[src/rtl/iot_pkg.sv]
// Shared definitions for the IoT filter transmit front end.
// Contents: word/byte geometry, function-select codes understood by the filter core,
// and the serializer state type.
package iot_pkg;

  localparam int unsigned WORD_W         = 128;
  localparam int unsigned BYTE_W         = 8;
  localparam int unsigned BYTES_PER_WORD = WORD_W / BYTE_W;

  // Function codes driven on fn_sel.
  localparam logic [2:0] FN_MAX  = 3'd1;
  localparam logic [2:0] FN_MIN  = 3'd2;
  localparam logic [2:0] FN_AVG  = 3'd3;
  localparam logic [2:0] FN_EXT  = 3'd4;
  localparam logic [2:0] FN_EXC  = 3'd5;
  localparam logic [2:0] FN_PMAX = 3'd6;
  localparam logic [2:0] FN_PMIN = 3'd7;

  typedef enum logic {
    IDLE,
    SEND
  } tx_state_e;

endpackage

[src/rtl/iot_tx_if.sv]
// Bundle of the upstream word handshake and the downstream filter-core byte stream.
//   fn_cfg     : requested function code (sampled by the serializer at round start)
//   s_valid/s_data/s_ready : upstream 128-bit word handshake
//   busy       : back-pressure from the filter core
//   in_en/iot_in/fn_sel    : byte stream to the core
//   round_done : pulse with the last byte of a round
//   word_idx   : index of the word being sent within the round
// Modport master: the side that feeds words and models the core.
// Modport slave : the transmit block itself.
interface iot_tx_if;
  import iot_pkg::*;

  logic [2:0]        fn_cfg;
  logic              s_valid;
  logic [WORD_W-1:0] s_data;
  logic              s_ready;
  logic              busy;
  logic              in_en;
  logic [BYTE_W-1:0] iot_in;
  logic [2:0]        fn_sel;
  logic              round_done;
  logic [2:0]        word_idx;

  modport master (
    output fn_cfg, s_valid, s_data, busy,
    input  s_ready, in_en, iot_in, fn_sel, round_done, word_idx
  );

  modport slave (
    input  fn_cfg, s_valid, s_data, busy,
    output s_ready, in_en, iot_in, fn_sel, round_done, word_idx
  );

endinterface

[src/rtl/iot_tx_fifo.sv]
// DEPTH x 128-bit word FIFO with synchronous write and a combinational head.
//   clk, rst_n : clock, asynchronous active-low reset (empties the FIFO)
//   i_push     : write i_din this cycle (never asserted while full)
//   i_din      : word to write
//   i_pop      : drop the head word this cycle (never asserted while empty)
//   o_head     : word at the read pointer
//   o_count    : number of stored words (0..DEPTH)
//   o_full     : count == DEPTH
//   o_empty    : count == 0
module iot_tx_fifo
  import iot_pkg::*;
#(
  parameter int unsigned DEPTH = 4
) (
  input  logic                       clk,
  input  logic                       rst_n,
  input  logic                       i_push,
  input  logic [WORD_W-1:0]          i_din,
  input  logic                       i_pop,
  output logic [WORD_W-1:0]          o_head,
  output logic [$clog2(DEPTH):0]     o_count,
  output logic                       o_full,
  output logic                       o_empty
);

  localparam int unsigned PtrW = $clog2(DEPTH);
  localparam int unsigned CntW = PtrW + 1;

  logic [WORD_W-1:0] r_mem [DEPTH];
  logic [PtrW-1:0]   r_wr_ptr;
  logic [PtrW-1:0]   r_rd_ptr;
  logic [CntW-1:0]   r_count;

  // Storage carries no reset; validity is tracked by the pointers and count.
  always_ff @(posedge clk) begin
    if (i_push) begin
      r_mem[r_wr_ptr] <= i_din;
    end
  end

  // Pointers are exactly log2(DEPTH) bits, so they wrap without compare logic.
  always_ff @(posedge clk or negedge rst_n) begin
    if (!rst_n) begin
      r_wr_ptr <= '0;
      r_rd_ptr <= '0;
      r_count  <= '0;
    end else begin
      if (i_push) begin
        r_wr_ptr <= r_wr_ptr + PtrW'(1);
      end
      if (i_pop) begin
        r_rd_ptr <= r_rd_ptr + PtrW'(1);
      end
      r_count <= r_count + CntW'(i_push) - CntW'(i_pop);
    end
  end

  assign o_head  = r_mem[r_rd_ptr];
  assign o_count = r_count;
  assign o_full  = (r_count == CntW'(DEPTH));
  assign o_empty = (r_count == '0);

endmodule

[src/rtl/iot_tx.sv]
// Transmit front end: buffers 128-bit words and serializes them MSB byte first onto the
// filter-core byte stream, grouping words into rounds with a constant function select.
//   clk, rst_n : clock, asynchronous active-low reset
//   if_bus     : iot_tx_if slave modport (word handshake in, byte stream out)
// All byte-stream outputs are registered; s_ready depends only on the FIFO count.
module iot_tx
  import iot_pkg::*;
#(
  parameter int unsigned DEPTH           = 4,
  parameter int unsigned WORDS_PER_ROUND = 8
) (
  input logic   clk,
  input logic   rst_n,
  iot_tx_if.slave if_bus
);

  localparam int unsigned CntW  = $clog2(DEPTH) + 1;
  localparam int unsigned ByteW = $clog2(BYTES_PER_WORD);

  logic [WORD_W-1:0] w_head;
  logic [CntW-1:0]   w_count;
  logic              w_full;
  logic              w_empty;
  logic              w_push;
  logic              w_pop;

  tx_state_e         r_state,      w_state_nxt;
  logic [WORD_W-1:0] r_shift,      w_shift_nxt;
  logic [ByteW-1:0]  r_byte,       w_byte_nxt;   // index of the next byte to issue
  logic              r_in_en,      w_in_en_nxt;
  logic [BYTE_W-1:0] r_iot_in,     w_iot_in_nxt;
  logic [2:0]        r_fn_sel,     w_fn_sel_nxt;
  logic              r_round_done, w_round_done_nxt;
  logic [2:0]        r_word_idx,   w_word_idx_nxt;
  logic              r_last,       w_last_nxt;   // byte on the output is byte 15
  logic [2:0]        w_idx_inc;
  logic [2:0]        w_cur_idx;

  assign w_push         = if_bus.s_valid && !w_full;
  assign if_bus.s_ready = (w_count < CntW'(DEPTH));

  iot_tx_fifo #(
    .DEPTH (DEPTH)
  ) u_fifo (
    .clk     (clk),
    .rst_n   (rst_n),
    .i_push  (w_push),
    .i_din   (if_bus.s_data),
    .i_pop   (w_pop),
    .o_head  (w_head),
    .o_count (w_count),
    .o_full  (w_full),
    .o_empty (w_empty)
  );

  assign w_idx_inc = (r_word_idx == 3'(WORDS_PER_ROUND - 1)) ? 3'd0 : r_word_idx + 3'd1;

  always_comb begin
    w_state_nxt      = r_state;
    w_shift_nxt      = r_shift;
    w_byte_nxt       = r_byte;
    w_in_en_nxt      = 1'b0;
    w_iot_in_nxt     = r_iot_in;
    w_fn_sel_nxt     = r_fn_sel;
    w_round_done_nxt = 1'b0;
    w_word_idx_nxt   = r_word_idx;
    w_last_nxt       = 1'b0;
    w_pop            = 1'b0;
    w_cur_idx        = r_word_idx;

    // word_idx advances once byte 15 has been on the output; a byte 0 issued on this
    // same edge already belongs to the following word.
    if (r_last) begin
      w_word_idx_nxt = w_idx_inc;
      w_cur_idx      = w_idx_inc;
    end

    unique case (r_state)
      IDLE: begin
        if (!w_empty && !if_bus.busy) begin
          w_pop       = 1'b1;
          w_shift_nxt = w_head;
          w_byte_nxt  = '0;
          w_state_nxt = SEND;
        end
      end
      SEND: begin
        // busy holds shift register and byte index; in_en drops via its default.
        if (!if_bus.busy) begin
          w_in_en_nxt  = 1'b1;
          w_iot_in_nxt = r_shift[WORD_W-1 -: BYTE_W];
          w_shift_nxt  = {r_shift[WORD_W-BYTE_W-1:0], {BYTE_W{1'b0}}};
          w_byte_nxt   = r_byte + ByteW'(1);
          if (r_byte == '0 && w_cur_idx == 3'd0) begin
            w_fn_sel_nxt = if_bus.fn_cfg;
          end
          if (r_byte == ByteW'(BYTES_PER_WORD - 1)) begin
            w_last_nxt       = 1'b1;
            w_round_done_nxt = (w_cur_idx == 3'(WORDS_PER_ROUND - 1));
            if (!w_empty) begin
              // Back-to-back load so the next byte 0 follows without a bubble.
              w_pop       = 1'b1;
              w_shift_nxt = w_head;
              w_byte_nxt  = '0;
            end else begin
              w_state_nxt = IDLE;
            end
          end
        end
      end
      default: w_state_nxt = IDLE;
    endcase
  end

  always_ff @(posedge clk or negedge rst_n) begin
    if (!rst_n) begin
      r_state      <= IDLE;
      r_shift      <= '0;
      r_byte       <= '0;
      r_in_en      <= 1'b0;
      r_iot_in     <= '0;
      r_fn_sel     <= '0;
      r_round_done <= 1'b0;
      r_word_idx   <= '0;
      r_last       <= 1'b0;
    end else begin
      r_state      <= w_state_nxt;
      r_shift      <= w_shift_nxt;
      r_byte       <= w_byte_nxt;
      r_in_en      <= w_in_en_nxt;
      r_iot_in     <= w_iot_in_nxt;
      r_fn_sel     <= w_fn_sel_nxt;
      r_round_done <= w_round_done_nxt;
      r_word_idx   <= w_word_idx_nxt;
      r_last       <= w_last_nxt;
    end
  end

  assign if_bus.in_en      = r_in_en;
  assign if_bus.iot_in     = r_iot_in;
  assign if_bus.fn_sel     = r_fn_sel;
  assign if_bus.round_done = r_round_done;
  assign if_bus.word_idx   = r_word_idx;

endmodule

[src/flat_wrapper.sv]
// flat-port wrapper written by rule: the top's interface ports become plain ports
module iot_tx_flat import iot_pkg::*;
#(
  parameter int unsigned DEPTH           = 4,
  parameter int unsigned WORDS_PER_ROUND = 8
)
  (clk, rst_n, if_bus_fn_cfg, if_bus_s_valid, if_bus_s_data, if_bus_busy, if_bus_s_ready, if_bus_in_en, if_bus_iot_in, if_bus_fn_sel, if_bus_round_done, if_bus_word_idx);
  iot_tx_if if_bus_i ();
  input logic clk;
  input logic rst_n;
  input wire logic [$bits(if_bus_i.fn_cfg)-1:0] if_bus_fn_cfg;
  input wire logic [$bits(if_bus_i.s_valid)-1:0] if_bus_s_valid;
  input wire logic [$bits(if_bus_i.s_data)-1:0] if_bus_s_data;
  input wire logic [$bits(if_bus_i.busy)-1:0] if_bus_busy;
  output wire logic [$bits(if_bus_i.s_ready)-1:0] if_bus_s_ready;
  output wire logic [$bits(if_bus_i.in_en)-1:0] if_bus_in_en;
  output wire logic [$bits(if_bus_i.iot_in)-1:0] if_bus_iot_in;
  output wire logic [$bits(if_bus_i.fn_sel)-1:0] if_bus_fn_sel;
  output wire logic [$bits(if_bus_i.round_done)-1:0] if_bus_round_done;
  output wire logic [$bits(if_bus_i.word_idx)-1:0] if_bus_word_idx;
  assign if_bus_i.fn_cfg = if_bus_fn_cfg;
  assign if_bus_i.s_valid = if_bus_s_valid;
  assign if_bus_i.s_data = if_bus_s_data;
  assign if_bus_i.busy = if_bus_busy;
  assign if_bus_s_ready = if_bus_i.s_ready;
  assign if_bus_in_en = if_bus_i.in_en;
  assign if_bus_iot_in = if_bus_i.iot_in;
  assign if_bus_fn_sel = if_bus_i.fn_sel;
  assign if_bus_round_done = if_bus_i.round_done;
  assign if_bus_word_idx = if_bus_i.word_idx;
  iot_tx #(.DEPTH(DEPTH), .WORDS_PER_ROUND(WORDS_PER_ROUND)) u_core (.clk(clk), .rst_n(rst_n), .if_bus(if_bus_i));
endmodule
[config.mk]
export PLATFORM = sky130hd
export DESIGN_NAME = iot_tx_flat
export DESIGN_NICKNAME = d
export VERILOG_FILES = /design/src/rtl/iot_pkg.sv /design/src/rtl/iot_tx_if.sv /design/src/rtl/iot_tx_fifo.sv /design/src/rtl/iot_tx.sv /design/src/flat_wrapper.sv
export SDC_FILE = /design/constraint.sdc
export NUM_CORES = 1
export LEC_CHECK = 0
export CORE_MARGIN = 2
export CORE_UTILIZATION = 30
export CTS_CLUSTER_SIZE = 24
export DETAILED_ROUTE_END_ITERATION = 6
export GPL_TIMING_DRIVEN = 0
export MAX_ROUTING_LAYER = met4
export PLACE_DENSITY = 0.57
export SLEW_MARGIN = 15
export SYNTH_ARGS = -nofsm -noshare
export SYNTH_HDL_FRONTEND = slang
export SYNTH_SLANG_ARGS = --single-unit
[constraint.sdc]
create_clock -name clk -period 7.9 [get_ports clk]
set_input_delay 1.975 -clock clk [delete_from_list [all_inputs] [get_ports clk]]
set_output_delay 1.975 -clock clk [all_outputs]
set_load 0.01 [all_outputs]
==> results.py, run 1 <==
metrics = {
    "logic_synthesis": {
        "syn-num-nets": 1476,
        "ys_ff_latch": 669,
        "synth_edf_count": 512,
        "ys_top_cells_by_area": "edfxtp_1 (62%), dfrtp_1 (16%), mux4_2 (12%), nand2_1 (4.0%), a22oi_1 (3.6%)",
        "syn_area_um2": 25000,
        "ys_seq_area_frac": 0.772,
        "synthFlopType": "edfxtp_1",
        "yosysTopAreaCell": "edfxtp_1",
        "syn_area_per_cell_um2": 18.8,
        "ys_async_sr_fraction": 0.235,
        "ys_warn_count": 0,
        "synthDistinctLibCells": 32,
        "syn_inst": 1330,
        "synth.top_cell.area_share": 0.615,
    },
    "place": {
        "place_area_um2": 28200,
        "globalplace.congestion": 0.765,
        "dp.cells": 2567,
        "port_buffers": 151,
        "dp_hpwl_um": 37900,
    },
    "floorplan": {
        "die_area_um2": 85600,
        "initial_core_util": 0.304,
        "io_pins": 152,
        "chipWidth_um": 293,
        "core_area_um2": 82200,
        "die_h_um": 293,
        "placementRows": 105,
    },
    "cts": {
        "numCtsBuffers": 71,
        "postCtsHoldBufs": 0,
        "clockBufferDepth": 3,
        "post_cts_buffers": 0,
        "worst_skew_pair.late_latency_ns": 0.62,
        "clock_sinks": 669,
        "clockRootBuffer": "clkbuf_16",
        "clkTransAtPathRegs_ns": 0.06,
        "htreeDepth": 3,
        "cts_tree": "built",
        "cts.repair.resized": 0,
    },
    "sta": {
        "fin_crit_sh": 0.524,
        "setup_viol": 0,
        "finalMaxSlewViolations": 0,
        "rsz0062_at_grt": "false",
        "holdWs_ns": 0.471,
        "max_freq_ghz": 0.241,
        "tightest_slew_ns": 0.762,
        "timing_hold_violations_final": 0,
        "skew_ns": 0.0185,
        "post-route-min-period_ns": 4.14,
        "relSlewSlack": 0.492,
    },
    "cells_and_area": {
        "area_delta_synth_final_pct": 22.5,
        "nets": 1716,
        "drive_gt1_frac": 0.195,
        "postLayoutCellArea_um2": 30600,
        "final_cells": 2713,
    },
    "status": {
        "status": "finished, final reports clean",
    },
    "critical_path": {
        "worstPathRequired_ns": 8.39,
        "worst_setup_path_end_kind": "flop",
        "cp_data_arrival_time_ns": 4.63,
        "worstPathMaxFanout": 10,
        "cpMaxStageDelayCell": "a211oi_2",
        "worstSetupPathType": "input port to flop",
        "critPathLaunchType": "input port",
        "path_buf_inv": 4,
        "crit_chain": "clkdlybuf4s50_1 > a211oi_2 > buf_2 > ha_1 > inv_1 > ha_1 > inv_1 > fa_1 > xnor2_1 > xnor2_1",
        "crit_family": "buffers and inverters",
        "critPathMaxStageDelay_ns": 0.59,
    },
    "routing": {
        "wl_per_cell_um": 21.1,
        "drt-total-wl_um": 57100,
        "ant_nets": 0,
        "dr.pass1.iters": 5,
        "num_vias": 12756,
        "vias_per_cell": 4.70,
        "drtIter0Drc": 875,
        "drc": 0,
    },
    "global_route": {
        "grt_pass1_wl_um": 85300,
        "antenna_found_initial": 16,
        "grt.overflow.total": 0,
        "grt_usage": 0.139,
        "grt_max_degree": 101,
        "grt_pass1_vias": 13479,
    },
    "run": {
        "drv_cap": 0,
    },
    "pwr": {
        "ir_drop_v": 0.000168,
        "p_leak_nw": 11.1,
        "p_per_area_nw_per_um2": 356,
    },
    "worst_hold_path": {
        "hp-class": "flop to flop",
    },
}
flip-flops by register name, summed over array words and instances (netlist names), 3 cells and up:
name	flops
u_core.if_bus.fn_sel	3
u_core.r_byte	4
u_core.r_shift	128
u_core.u_fifo.r_mem	512
u_core.if_bus.iot_in	8
u_core.if_bus.word_idx	3
u_core.u_fifo.o_count	3
logic make-up (layout without fill, tap and decap cells):
group / count (synthesis) / in the layout / share of synthesized area
multiplexers: 134 / 134 / 0.118
flip-flops: 669 / 669 / 0.772
adder cells (fa/ha/maj): 11 / 11 / 0.00581
AO/OA/AOI/OAI: 139 / 139 / 0.0419
XOR/XNOR: 6 / 6 / 0.00210
AND/OR/NAND/NOR: 287 / 287 / 0.0450
buffers and inverters: 84 / 383 / 0.0149
other: 0 / 14 / 0
layer usage:
layer / share of wire / GRT usage / up-vias
li1: - / - / 5736
met1: 0.43 / 0.172 / 6653
met2: 0.49 / 0.224 / 274
met3: 0.062 / 0.0354 / 93
met4: 0.021 / 0.0418 / 0
met5: 0 / - / -
power by group:
part | switching [W] | total, W | internal, W
registers | 0.000317 | 0.00501 | 0.00469
logic | 0.00138 | 0.00254 | 0.00117
clock network | 0.00141 | 0.00336 | 0.00195
worst reg2reg max path, stage by stage, from the launching register on:
cell and delay [ns]:
dfrtp_1 0.41, ha_1 0.21, nand3_1 0.16, a211oi_2 0.66, buf_2 0.37, ha_1 0.28, inv_1 0.06, ha_1 0.13
inv_1 0.05, fa_1 0.40, xnor2_1 0.15, xnor2_1 0.13
layout by cell type, fill, tap and decap left out, types with 2 or more instances in the layout:
cell type and n:
a22oi_1 119, o21ai_0 5, inv_16 2, nand2_1 265, edfxtp_1 512, clkdlybuf4s50_1 150, buf_4 2, nor2_1 7
clkinv_1 5, clkinv_2 18, and2_4 4, clkinv_4 2, clkbuf_8 7, diode_2 14, clkinvlp_4 4, ha_1 10
nand3_1 2, clkbuf_16 73, buf_16 6, inv_6 5, inv_1 12, a21oi_1 2, mux2_2 6, buf_12 10
dfrtp_1 157, xnor2_1 5, buf_2 39, mux4_2 128, clkbuf_1 41, nor3_1 2, bufinv_16 5, a22o_1 9
synth_stat cells, types with 6 or more instances:
master and instances:
dfrtp_1 157, mux4_2 128, nand2_1 265, nor2_1 7
mux2_2 6, edfxtp_1 512, ha_1 10, buf_2 39
clkbuf_1 31, a22oi_1 119, a22o_1 9, inv_1 12
worst paths after layout:
| path | start | endpoint | slack [ns] | cells after the start |
|---|---|---|---|---|
| max | if_bus_busy | u_core.u_fifo.o_count[2]$_DFF_PN0_ | 3.76 | 10 |
| min | u_core.r_shift[31]$_DFFE_PN0P_ | u_core.r_shift[39]$_DFFE_PN0P_ | 0.47 | 2 |
| max reg2reg | u_core.r_byte[0]$_DFFE_PN0P_ | u_core.u_fifo.o_count[2]$_DFF_PN0_ | 4.78 | 11 |
| min reg2reg | u_core.r_shift[31]$_DFFE_PN0P_ | u_core.r_shift[39]$_DFFE_PN0P_ | 0.47 | 2 |
| max in group asynchronous | rst_n | u_core.r_shift[38]$_DFFE_PN0P_ | 5.67 | 2 |
| min in group asynchronous | rst_n | u_core.r_shift[108]$_DFFE_PN0P_ | 1.30 | 1 |
cell type report:
class                           count  area (um^2)
Antenna cell                       14         35.0
Buffer                             72          327
Clock buffer                       90         1960
Clock inverter                     42          407
Fill cell                        7531        51600
Inverter                           12         45.0
Multi-Input combinational cell    577         5330
Sequential cell                   669        19300
Tap cell                         1070         1340
Timing Repair Buffer              167         1880
through the flow:
stage,util,setup slack [ns],TNS (ns),total power (W)
6_report,0.372,3.76,0,0.0109
3_3_place_gp,0.339,-2.01,-939.84,0.00768
4_1_cts,0.372,3.70,0,0.0111
5_1_grt,0.372,3.53,0,0.0115
2_1_floorplan,-,2.20,0,0.00669
3_5_place_dp,0.343,3.05,0,0.00772
No activity file was read; power rests on OpenSTA's default activity.
==> run 2, diff against run 1 <==
Settings changed: PLACE_DENSITY 0.57 to 0.59.
Clock period 7.9 ns to 3.75 ns, I/O delays scaled along.
==> run 2 against run 1 <==
Net effect:
- worst hold slack got worse by 0.21 ns
- clock-buffer cell count grew 1
- cell count about the same
- cell area shrank 0.20%
- global-route usage fell by 0.18 points
- sequential share of layout area up 0.12 points
- largest power group unchanged
- sequential cell count is the same
- clock power grew 110%
==> results.py, run 2 (synthesis results as in run 1) <==
metrics = {
    "critical_path": {
        "critPathLaunchType": "input port",
        "r2r-start": "u_core.r_byte[0]$_DFFE_PN0P_",
        "worst_setup_path_end_kind": "flop",
        "worstPathMaxFanout": 10,
        "r2r_slack_ns": 0.51,
        "worstSetupPathType": "input port to flop",
        "crit_chain": "clkdlybuf4s50_1 > a211oi_2 > buf_2 > ha_1 > inv_1 > ha_1 > inv_1 > fa_1 > xnor2_1 > xnor2_1",
        "critPathMaxStageDelay_ns": 0.67,
        "cp_data_arrival_time_ns": 3.75,
        "crit_start": "if_bus_busy",
        "cpMaxStageDelayCell": "a211oi_2",
        "worstPathRequired_ns": 4.27,
    },
    "sta": {
        "skew_ns": 0.0217,
        "post-route-min-period_ns": 3.24,
        "max_freq_ghz": 0.309,
        "relSlewSlack": 0.469,
        "tightest_slew_ns": 0.796,
        "timing_hold_violations_final": 0,
        "setup_ws_ns": 0.514,
        "finalMaxSlewViolations": 0,
        "rsz0062_at_grt": "false",
        "holdWs_ns": 0.264,
        "setup_viol": 0,
        "fin_crit_sh": 0.863,
    },
    "cts": {
        "clockBufferDepth": 3,
        "numCtsBuffers": 71,
        "cts.repair.resized": 0,
        "cts_tree": "built",
        "clockRootBuffer": "clkbuf_16",
        "postCtsHoldBufs": 0,
        "clkTransAtPathRegs_ns": 0.06,
        "post_cts_buffers": 0,
        "htreeDepth": 3,
        "clock_sinks": 669,
        "worst_skew_pair.late_latency_ns": 0.61,
    },
    "floorplan": {
        "placementRows": 105,
        "die_h_um": 293,
        "chipWidth_um": 293,
        "die_area_um2": 85600,
        "core_area_um2": 82200,
        "initial_core_util": 0.304,
        "io_pins": 152,
    },
    "cells_and_area": {
        "final_cells": 2711,
        "fill_cells": 7551,
        "top_register": "u_core.u_fifo.r_mem",
        "postLayoutCellArea_um2": 30600,
        "final_common_cell": "edfxtp_1",
        "nets": 1713,
        "largest_reg_flops": 512,
        "multi_input_comb_area_um2": 5330,
        "final_cell_mix": "edfxtp_1 (512), nand2_1 (265), dfrtp_1 (157)",
        "area_delta_synth_final_pct": 22.3,
        "drive_gt1_frac": 0.183,
        "regArea_um2": 19300,
    },
    "place": {
        "place_area_um2": 28200,
        "dp_slack_ns": -0.155,
        "dp.cells": 2564,
        "port_buffers": 151,
        "dp_hpwl_um": 37300,
        "globalplace.congestion": 0.782,
    },
    "run": {
        "drv_cap": 0,
    },
    "routing": {
        "vias_per_cell": 4.72,
        "wl_per_cell_um": 20.9,
        "dr.pass1.iters": 5,
        "ant_nets": 0,
        "drtIter0Drc": 929,
        "num_vias": 12808,
        "drc": 0,
        "drt-total-wl_um": 56800,
    },
    "global_route": {
        "grt_pass1_wl_um": 84700,
        "grt_pass1_vias": 13570,
        "grt_usage": 0.137,
        "grt.overflow.total": 0,
        "antenna_found_initial": 19,
        "grt_max_degree": 103,
    },
    "status": {
        "status": "finished, final reports clean",
    },
    "worst_hold_path": {
        "hp-class": "input port to async pin",
    },
    "pwr": {
        "p_leak_nw": 11.0,
        "p_per_area_nw_per_um2": 748,
        "ir_drop_v": 0.000289,
        "p_total_w": 0.0229,
    },
}
-- run 2: cell count changes in the layout (fill, tap and decap cells not counted), moves of 2 or more --
cell	delta
buf_16	+7
clkinv_2	-11
clkinv_8	+2
clkbuf_1	+7
clkbuf_8	-5
buf_12	-10
diode_2	+2
clkinv_1	+8
-- run 2: worst paths after layout --
kind                                                            end  cells after the start
worst max-delay path             u_core.u_fifo.o_count[2]$_DFF_PN0_                     10
worst min-delay path                u_core.r_shift[107]$_DFFE_PN0P_                      1
worst max register to register   u_core.u_fifo.o_count[2]$_DFF_PN0_                     11
worst min register to register  u_core.if_bus.iot_in[5]$_DFFE_PN0P_                      2
max in group asynchronous             u_core.r_shift[9]$_DFFE_PN0P_                      2
min in group clk                u_core.if_bus.iot_in[5]$_DFFE_PN0P_                      2
-- run 2: through the flow --
step                      TNS (ns)   util
after global routing             0  0.372
after detailed placement    -0.155  0.343
after CTS                        0  0.371
after global placement    -1563.27  0.339
final                            0  0.372
after floorplan                  0      -
-- run 2: per-layer routing --
layer  global-route usage  vias to the layer above  wire length, um
met4               0.0385                        0              983
li1                     -                     5723                -
met2                0.221                      307            28100
met3               0.0357                       66             3670
met5                    -                        -                0
met1                0.170                     6712            24000
-- run 2: critical path: cells and delay by family --
family,cells,cell delay [ns]
AO/OA/AOI/OAI,1,0.67
adder cells (fa/ha/maj),3,0.80
XOR/XNOR,2,0.33
buffers and inverters,4,1.00
-- run 2: power by group --
group          internal (W)  total [W]  switching [W]  leakage (nW)
logic               0.00246    0.00536        0.00290          3.10
clock network       0.00403    0.00693        0.00290          1.12
registers           0.00989     0.0106       0.000691          6.79
-- run 2: cell type report --
| class | instances | area share |
|---|---|---|
| timing repair buffer | 164 | 0.0613 |
| tap | 1070 | 0.0438 |
| clock inverter | 40 | 0.0136 |
| multi-input combinational | 577 | 0.174 |
| antenna | 16 | 0.00131 |
| clock buffer | 91 | 0.0619 |
| buffer | 72 | 0.0107 |
| sequential | 669 | 0.632 |
| inverter | 12 | 0.00147 |
